File: src/rtl/ascii_uart_tx.sv
// ascii_uart_tx: 8N1 UART transmitter fed by a small valid/ready FIFO.
// Bytes from the upstream character source queue in the FIFO. The FSM pops
// one byte per frame and shifts it out LSB first. A new frame starts
// back-to-back when a byte is waiting at the end of a stop bit.
module ascii_uart_tx #(
    parameter int unsigned CLKS_PER_BIT = 16,
    parameter int unsigned FIFO_DEPTH   = 4
) (
    input  logic                         clk,
    input  logic                         rst_n,
    input  logic [7:0]                   in_data,
    input  logic                         in_valid,
    output logic                         in_ready,
    output logic                         tx,
    output logic                         busy,
    output logic [$clog2(FIFO_DEPTH):0]  fifo_count
);

    localparam int unsigned PTR_W  = $clog2(FIFO_DEPTH);
    localparam int unsigned CNT_W  = PTR_W + 1;
    localparam int unsigned BAUD_W = 16;

    localparam logic [BAUD_W-1:0] BAUD_LAST = BAUD_W'(CLKS_PER_BIT - 1);
    localparam logic [CNT_W-1:0]  CNT_FULL  = CNT_W'(FIFO_DEPTH);

    typedef enum logic [1:0] {
        S_IDLE  = 2'd0,
        S_START = 2'd1,
        S_DATA  = 2'd2,
        S_STOP  = 2'd3
    } state_t;

    state_t              state_q, state_d;
    logic                tx_q, tx_d;
    logic [BAUD_W-1:0]   baud_q, baud_d;
    logic [2:0]          bit_q, bit_d;
    logic [7:0]          shift_q, shift_d;
    logic [PTR_W-1:0]    wr_ptr_q, wr_ptr_d;
    logic [PTR_W-1:0]    rd_ptr_q, rd_ptr_d;
    logic [CNT_W-1:0]    count_q, count_d;
    logic [7:0]          mem_q [FIFO_DEPTH];

    logic                push;
    logic                pop;
    logic                fifo_empty;
    logic                baud_done;

    // Ready depends on the registered count and on reset only, never on in_valid.
    assign in_ready   = rst_n & (count_q != CNT_FULL);
    assign push       = in_valid & in_ready;
    assign fifo_empty = (count_q == '0);
    assign baud_done  = (baud_q == BAUD_LAST);

    assign tx         = tx_q;
    assign busy       = (state_q != S_IDLE) | ~fifo_empty;
    assign fifo_count = count_q;

    // FIFO storage; contents need no reset because pointers and count define validity.
    always_ff @(posedge clk) begin
        if (push) begin
            mem_q[wr_ptr_q] <= in_data;
        end
    end

    // Next-state, serializer and FIFO bookkeeping.
    always_comb begin
        state_d  = state_q;
        tx_d     = tx_q;
        baud_d   = baud_q;
        bit_d    = bit_q;
        shift_d  = shift_q;
        pop      = 1'b0;

        case (state_q)
            S_IDLE: begin
                tx_d   = 1'b1;
                baud_d = '0;
                bit_d  = '0;
                if (!fifo_empty) begin
                    pop     = 1'b1;
                    shift_d = mem_q[rd_ptr_q];
                    state_d = S_START;
                    tx_d    = 1'b0;
                end
            end

            S_START: begin
                if (baud_done) begin
                    baud_d  = '0;
                    bit_d   = '0;
                    state_d = S_DATA;
                    tx_d    = shift_q[0];
                end else begin
                    baud_d = baud_q + BAUD_W'(1);
                end
            end

            S_DATA: begin
                if (baud_done) begin
                    baud_d = '0;
                    if (bit_q == 3'd7) begin
                        state_d = S_STOP;
                        tx_d    = 1'b1;
                    end else begin
                        bit_d   = bit_q + 3'd1;
                        shift_d = {1'b0, shift_q[7:1]};
                        tx_d    = shift_q[1];
                    end
                end else begin
                    baud_d = baud_q + BAUD_W'(1);
                end
            end

            S_STOP: begin
                if (baud_done) begin
                    baud_d = '0;
                    bit_d  = '0;
                    if (!fifo_empty) begin
                        // Next byte already waiting: start bit follows with no idle gap.
                        pop     = 1'b1;
                        shift_d = mem_q[rd_ptr_q];
                        state_d = S_START;
                        tx_d    = 1'b0;
                    end else begin
                        state_d = S_IDLE;
                        tx_d    = 1'b1;
                    end
                end else begin
                    baud_d = baud_q + BAUD_W'(1);
                end
            end

            default: begin
                state_d = S_IDLE;
                tx_d    = 1'b1;
                baud_d  = '0;
                bit_d   = '0;
            end
        endcase

        wr_ptr_d = push ? (wr_ptr_q + PTR_W'(1)) : wr_ptr_q;
        rd_ptr_d = pop  ? (rd_ptr_q + PTR_W'(1)) : rd_ptr_q;

        case ({push, pop})
            2'b10:   count_d = count_q + CNT_W'(1);
            2'b01:   count_d = count_q - CNT_W'(1);
            default: count_d = count_q;
        endcase
    end

    // State register with synchronous active-low reset; a reset drops any queued bytes.
    always_ff @(posedge clk) begin
        if (!rst_n) begin
            state_q  <= S_IDLE;
            tx_q     <= 1'b1;
            baud_q   <= '0;
            bit_q    <= '0;
            shift_q  <= '0;
            wr_ptr_q <= '0;
            rd_ptr_q <= '0;
            count_q  <= '0;
        end else begin
            state_q  <= state_d;
            tx_q     <= tx_d;
            baud_q   <= baud_d;
            bit_q    <= bit_d;
            shift_q  <= shift_d;
            wr_ptr_q <= wr_ptr_d;
            rd_ptr_q <= rd_ptr_d;
            count_q  <= count_d;
        end
    end

endmodule

File: config.mk
export PLATFORM = sky130hd
export DESIGN_NAME = ascii_uart_tx
export DESIGN_NICKNAME = d
export VERILOG_FILES = /design/src/rtl/ascii_uart_tx.sv
export SDC_FILE = /design/constraint.sdc
export NUM_CORES = 1
export LEC_CHECK = 0
export ABC_CLOCK_PERIOD_IN_PS = 6500
export CORE_MARGIN = 1
export CORE_UTILIZATION = 50
export DETAILED_ROUTE_END_ITERATION = 8
export HOLD_SLACK_MARGIN = 0.15
export PLACE_DENSITY_LB_ADDON = 0.1
export SKIP_CTS_REPAIR_TIMING = 1
export SLEW_MARGIN = 20
export SYNTH_ARGS = -nofsm -noshare
export SYNTH_HDL_FRONTEND = slang
export SYNTH_SLANG_ARGS = --single-unit
File: constraint.sdc
create_clock -name clk -period 6.5 [get_ports clk]
set_input_delay 1.625 -clock clk [delete_from_list [all_inputs] [get_ports clk]]
set_output_delay 1.625 -clock clk [all_outputs]
set_load 0.005 [all_outputs]
Word-level counts from Yosys, hierarchy flattened
Memories as Yosys holds them, arrays and structs flattened. A register that Yosys moved wholly into a read port is not among the register bits.
Cells that the tools add are included.
Widths: inputs -> output; s select.
- memories kept: 1
- word-level logic and storage cells: 77
- bits in writable memories: 32
- output and inout bits: 6
- bits in registers: 37
- input bits: 11
- reduce and logical (&&, ||, !) cells: 11
- add/sub/neg operators: 6
- bitwise logic cells: 4
- mux-type cells: 32
- equality and inequality tests: 15
- memories (memory ; words ; width ; rd ports ; clocked after Yosys merged registers in ; write ports ; line ; text):
    mem_q ; 4 ; 8 ; 1 ; 1 ; 1 ; 41 ; logic [7:0] mem_q [FIFO_DEPTH];
- operators by type and width (kind ; count):
    $mux 8 ; 4
    $pmux 16 s2 ; 1
    $pmux 8 s3 ; 1
    $add 16x1->16 const B ; 1
    $eq 16x4->1 const B ; 1
    $mux 16 ; 1
    $mux 2 ; 7
    $ne 2x2->1 const B ; 6
    $mux 1 ; 10
    $mux 3 ; 3
    $pmux 3 s3 ; 1
    $pmux 2 s4 ; 1
    $add 3x1->3 const B ; 2
    $eq 2x2->1 const B ; 3
    $pmux 3 s2 ; 1
    $reduce_and 3->1 ; 2
    $reduce_and 5->1 ; 1
    $add 2x1->2 const B ; 2
    $eq 2x1->1 const B ; 2
    $pmux 1 s4 ; 1
    $reduce_and 4->1 ; 1
    $reduce_bool 2->1 ; 2
    $eq 3x3->1 const B ; 1
    $logic_not 3->1 ; 1
    other kinds (11) ; 12

Longest topological paths before layout
Gate-level depths: netlist of run 1.
- depth in word-level cells: 6
- mapped depth: 12
- gate-level depth less buffers: 10

Least setup slack after synthesis of run 1
Ideal clock, no wire load.
- kind: input -> output
- from: input rst_n
- to: output in_ready
- stages on the path: 3
- data arrival time: 2.183 ns
- required time: 4.875 ns
- path slack: 2.692 ns
- path through: clkbuf_8 > clkbuf_1 > o31a_1
- word-level cells in the longest chain between the ends: 1
- RTL lines (what ; line ; text):
    start: declaration ; 10 ; input logic rst_n,
    $and 1x1->1 ; 49 ; assign in_ready = rst_n & (count_q != CNT_FULL);
    end: declaration ; 13 ; output logic in_ready,
No other way between the ends.

Final worst setup path of run 1
Same ends and word-level chain as after synthesis.

==> results.py, run 1 <==
metrics = {
    "status": {
        "outcome": "finished clean",
    },
    "synth": {
        "seq_area_frac_synth_pct": 53.6,
        "syn_nets": 301,
        "avgSynthCellArea_sq_um": 11.8,
        "synth_top_area_share_pct": 29.6,
        "synth_warnings": 0,
        "yosysUniqueCellTypes": 47,
        "synthFlopType": "dfxtp_1",
        "synth_top_cell_by_area": "edfxtp_1",
        "synth_enable_flop_cells": 32,
        "syn_area_sq_um": 3250,
        "ys_top_cells_by_area": "edfxtp_1 (30%), dfxtp_1 (24%), mux4_2 (5.5%)",
        "ys_ff_latch": 71,
        "ys_async_sr_fraction_pct": 0,
        "syn_inst": 276,
    },
    "route": {
        "ant_nets": 0,
        "first_pass_iters": 4,
        "via_per_inst": 5.53,
        "routed_wl_um": 5460,
        "drc": 0,
        "vias": 2064,
        "dr.first_iter.drc_count": 106,
        "wl_per_cell_um": 14.6,
    },
    "clock_network": {
        "clkLatencyLatePin_ps": 330,
        "cts_sinks": 71,
        "cts_htree_levels": 3,
        "cts_root_buffer": "clkbuf_8",
        "cts_tree": "yes",
        "cts_inserted_buffers": 9,
        "cts-root-to-sink-buffers": 2,
        "path_clk_slew_ps": 80,
    },
    "sta": {
        "setup_viol": 0,
        "tns_ps": 0,
        "clock.fmax_mhz": 212,
        "hold_viol_final": 0,
        "period_needed_ps": 4720,
        "post-route-period-util_pct": 72.6,
        "finClkSkew_ps": 6.19,
        "slew_viol_final": 0,
        "worst_pin_slew_ps": 727,
        "grt_setup_unrepaired": "no",
        "relSlewSlack_pct": 51.6,
    },
    "placement": {
        "dp_hpwl_um": 3720,
        "dpl.cell_count": 357,
        "gp_congestion": 0.811,
        "port_buffers": 16,
    },
    "pwr": {
        "p_int_mw": 0.874,
        "seq_power_share_pct": 42.9,
        "power_switching_mw": 0.427,
        "p_per_area_nw_per_um2": 359,
        "peakVddDrop_v": 0.000316,
        "switching_share_pct": 32.8,
        "power_frac_comb_pct": 33.7,
        "clock_power_share_pct": 23.5,
        "p_leak_nw": 1.26,
    },
    "worst_setup_path": {
        "path_class": "input port to output pin",
        "worst_setup_path_end_kind": "output pin",
        "r2r_slack_ps": 3830,
        "cp_max_fo": 38,
        "critPathLaunchType": "input port",
        "worstPathRequired_ps": 4880,
        "reg2regPathDepth": 10,
        "reg2reg_from": "baud_q[0]",
        "endpoint": "in_ready",
        "rr_endpoint": "fifo_count[2]",
        "worstSetupStartpoint": "rst_n",
        "critPathArrivalTime_ps": 3100,
    },
    "global_route": {
        "grt_max_degree": 39,
        "grt_pass1_wl_um": 8830,
        "overflow": 0,
        "grt_antenna_before_repair": 0,
        "grt_pass1_vias": 1913,
        "track_usage_pct": 18.0,
    },
    "final_layout": {
        "area_growth_pct": 11.6,
        "fin_nets": 318,
        "postLayoutCoreUtil_pct": 59.5,
        "drive_gt1_share_pct": 13.1,
        "fillCellCount": 515,
        "final_cells": 373,
        "diodes": 0,
    },
    "job": {
        "cap_violations": 0,
    },
    "die": {
        "rows": 28,
        "dieArea_sq_um": 6820,
        "initial_core_util_pct": 53.3,
        "core-area_sq_um": 6100,
        "die_x_um": 82.6,
        "io_pins": 17,
        "die_h_um": 82.6,
    },
    "hold_path": {
        "hold_path_class": "flip-flop to flip-flop",
    },
}
[metal layers]
layer  GRT usage (%)  part of all wire, %
met1            22.9                   49
met2            28.9                   47
met3            3.96                  2.3
met4            9.31                 0.90
met5               0                    0
[critical path, cell delays in order]
cell	delay [ps]
clkdlybuf4s50_1	450
buf_4	330
o31a_1	200
clkdlybuf4s50_1	490
[placed cells by master, fill, tap and decap left out, drive strengths merged, types with 9 or more instances in the layout]
master	synthesis	layout
dfxtp	39	39
nand2	32	32
edfxtp	32	32
clkdlybuf4s50	0	16
nor2	14	14
ha	13	13
mux2i	11	11
a21oi	9	9
inv	9	9
nand3	9	9
clkbuf	7	9
[power by group through the flow]
| stage | Clock, mW | Combinational, mW | Sequential, mW |
|---|---|---|---|
| finish | 0.305 | 0.438 | 0.558 |
| global route | 0.333 | 0.482 | 0.566 |
| CTS | 0.314 | 0.441 | 0.559 |
| detailed placement | 0 | 0.439 | 0.569 |
| global placement | 0 | 0.438 | 0.567 |
| floorplan | 0 | 0.349 | 0.550 |
[worst min-delay path by stage]
stage	start	endpoint	slack (ps)	cells after the start
floorplan	shift_q[2]	shift_q[2]	430	2
global placement	shift_q[6]	shift_q[6]	440	2
detailed placement	shift_q[6]	shift_q[6]	460	2
CTS	shift_q[6]	shift_q[6]	470	2
global route	shift_q[6]	shift_q[6]	490	2
finish	shift_q[0]	shift_q[0]	470	2
[state kept, by name, summed over array words and instances (netlist names), 2 cells and up, named ones only]
register,flops
wr_ptr_q,2
bit_q,3
baud_q,16
state_q,2
shift_q,8
fifo_count,3
mem_q,32
rd_ptr_q,2
[through the flow]
step	setup slack (ps)	hold slack (ps)	power, mW	cell area, sq um
floorplan	2690	435	0.899	3250
global placement	1780	442	1.01	3450
detailed placement	1760	456	1.01	3450
CTS	1760	467	1.31	3620
global route	1700	494	1.38	3620
finish	1780	465	1.30	3620
[kinds of logic (layout without fill, tap and decap cells)]
kind of cell	after synthesis	in the layout	share of synthesized area [%]
simple gates	100	100	16.2
mux	26	26	11.4
compound gates	33	33	7.13
flops	71	71	53.6
xor+xnor	12	12	3.24
fa+ha+maj	14	14	5.63
buf+inv	20	42	2.81
[final cells by class]
| class | count | area [sq um] | area share [%] |
|---|---|---|---|
| clock buffer | 9 | 124 | 3.42 |
| clock inverter | 7 | 50.0 | 1.38 |
| inverter | 9 | 33.8 | 0.932 |
| multi-input combinational | 185 | 1410 | 39.0 |
| sequential | 71 | 1740 | 48.0 |
| tap | 75 | 93.8 | 2.59 |
| timing repair buffer | 17 | 168 | 4.63 |
[Yosys cell counts (2+ instances only)]
cell and n:
nand3_1 9, or3_1 6, nand3b_1 2, nand2b_1 3, and4_1 2, nor4_1 5
clkbuf_1 5, nor2b_1 2, and2_1 8, xor2_1 4, o22ai_1 3, inv_1 9
o211ai_1 2, nand2_1 32, o21ai_0 7, mux4_2 8, nor3_1 4, ha_1 13
dfxtp_1 39, mux2i_1 11, a31oi_1 2, xnor2_1 8, nor2_1 14, buf_2 4
nand4_1 6, mux2_2 7, a211o_1 2, a21oi_1 9, edfxtp_1 32
Power figures use the tool's default switching activity.
==> run 2: changes to the inputs <==
- ABC_CLOCK_PERIOD_IN_PS: 6500 -> 4700
- clock period: 6.5 -> 4.7 ns (I/O delays scaled with it)
==> run 2 against run 1 <==
  * Design area increased by 1.2%
  * Non-clock buffer count unchanged
  * Sequential power increased by 38%
  * Via count increased by 0.24%
  * Combinational power increased by 41%
  * Highest routed layer unchanged
==> results.py, run 2 (synthesis results as in run 1) <==
metrics = {
    "route": {
        "ant_nets": 0,
        "via_per_inst": 5.55,
        "drc": 0,
        "wl_per_cell_um": 15.0,
        "first_pass_iters": 4,
        "routed_wl_um": 5590,
        "vias": 2069,
        "dr.first_iter.drc_count": 63,
    },
    "worst_setup_path": {
        "worst_setup_path_end_kind": "output pin",
        "worstPathRequired_ps": 3520,
        "critPathLaunchType": "input port",
        "path_class": "input port to output pin",
        "critPathArrivalTime_ps": 2470,
        "cp_max_fo": 9,
    },
    "placement": {
        "port_buffers": 16,
        "dpl.cell_count": 357,
        "placed_area_sq_um": 3450,
        "dp_hpwl_um": 3740,
        "gp_congestion": 0.840,
    },
    "final_layout": {
        "diodes": 0,
        "final_common_cell": "dfxtp_1",
        "reg.largest.list": "mem_q x32, baud_q x16, shift_q x8",
        "multi_input_area_sq_um": 1410,
        "fin_nets": 318,
        "fin_area_sq_um": 3670,
        "drive_gt1_share_pct": 13.4,
        "fillCellCount": 501,
        "final_cells": 373,
        "seqCellArea_sq_um": 1740,
        "largest_register_ffs": 32,
        "final_cell_mix": "dfxtp_1 (39), nand2_1 (32), edfxtp_1 (32)",
        "area_growth_pct": 13.0,
        "top_register": "mem_q",
    },
    "clock_network": {
        "cts_root_buffer": "clkbuf_8",
        "cts-root-to-sink-buffers": 2,
        "cts_sinks": 71,
        "cts_htree_levels": 3,
        "cts_inserted_buffers": 9,
        "clkLatencyLatePin_ps": 340,
        "cts_tree": "yes",
        "path_clk_slew_ps": 80,
    },
    "die": {
        "core-area_sq_um": 6100,
        "dieArea_sq_um": 6820,
        "initial_core_util_pct": 53.3,
        "die_x_um": 82.6,
        "io_pins": 17,
        "rows": 28,
        "die_h_um": 82.6,
    },
    "job": {
        "cap_violations": 0,
    },
    "pwr": {
        "p_per_area_nw_per_um2": 524,
        "peakVddDrop_v": 0.000413,
        "p_leak_nw": 1.29,
        "p_total_mw": 1.92,
    },
    "sta": {
        "grt_setup_unrepaired": "no",
        "setup_viol": 0,
        "worst_pin_slew_ps": 697,
        "period_needed_ps": 3640,
        "tns_ps": 0,
        "relSlewSlack_pct": 53.6,
        "hold_viol_final": 0,
        "slew_viol_final": 0,
        "finClkSkew_ps": 10.4,
        "clock.fmax_mhz": 274,
        "post-route-period-util_pct": 77.5,
    },
    "global_route": {
        "grt_pass1_wl_um": 8940,
        "track_usage_pct": 18.1,
        "grt_pass1_vias": 1818,
        "grt_antenna_before_repair": 0,
        "grt_max_degree": 31,
        "overflow": 0,
    },
    "status": {
        "outcome": "finished clean",
    },
    "hold_path": {
        "hold_path_class": "flip-flop to flip-flop",
    },
}
==> run 2: final timing paths <==
kind / start / to / slack [ps] / cells after the start
setup / recovery: rst_n / in_ready / 1060 / 3
hold / removal: shift_q[5] / shift_q[5] / 460 / 2
setup reg to reg: baud_q[0] / fifo_count[2] / 1990 / 10
hold reg to reg: shift_q[5] / shift_q[5] / 460 / 2
==> run 2: final cells by class <==
cell class	instances	share of cell area (%)
Clock buffer	9	3.38
Inverter	9	0.921
Multi-Input combinational cell	185	38.5
Tap cell	75	2.56
Clock inverter	7	2.59
Sequential cell	71	47.5
Timing Repair Buffer	17	4.57
==> run 2: metrics by stage <==
| stage | util (%) | hold WS, ps | setup slack [ps] |
|---|---|---|---|
| after floorplan | - | 435 | 1790 |
| after global placement | 56.6 | 441 | 1060 |
| after detailed placement | 56.6 | 453 | 1050 |
| after CTS | 60.2 | 463 | 1050 |
| after global routing | 60.2 | 479 | 953 |
| final | 60.2 | 461 | 1060 |
==> run 2: report_power, final <==
part	total, mW	switching (mW)	internal (mW)	leakage (nW)
combinational	0.618	0.310	0.308	0.569
sequential	0.771	0.0610	0.710	0.608
clock	0.532	0.232	0.300	0.110
==> run 2: critical path, stage by stage <==
cell             delay (ps)
clkdlybuf4s50_1         620
o31a_1                  190
clkdlybuf4s50_1         490
==> run 2: per-layer routing <==
| metal | track usage, % | vias to the layer above | wire, um | part of all wire (%) |
|---|---|---|---|---|
| met3 | 3.63 | 6 | 129 | 2.3 |
| met2 | 26.6 | 23 | 2540 | 45 |
| met4 | 7.76 | 0 | 48 | 0.86 |
| met1 | 26.0 | 994 | 2880 | 51 |
| li1 | - | 1046 | - | - |
| met5 | 0 | - | 0 | 0 |
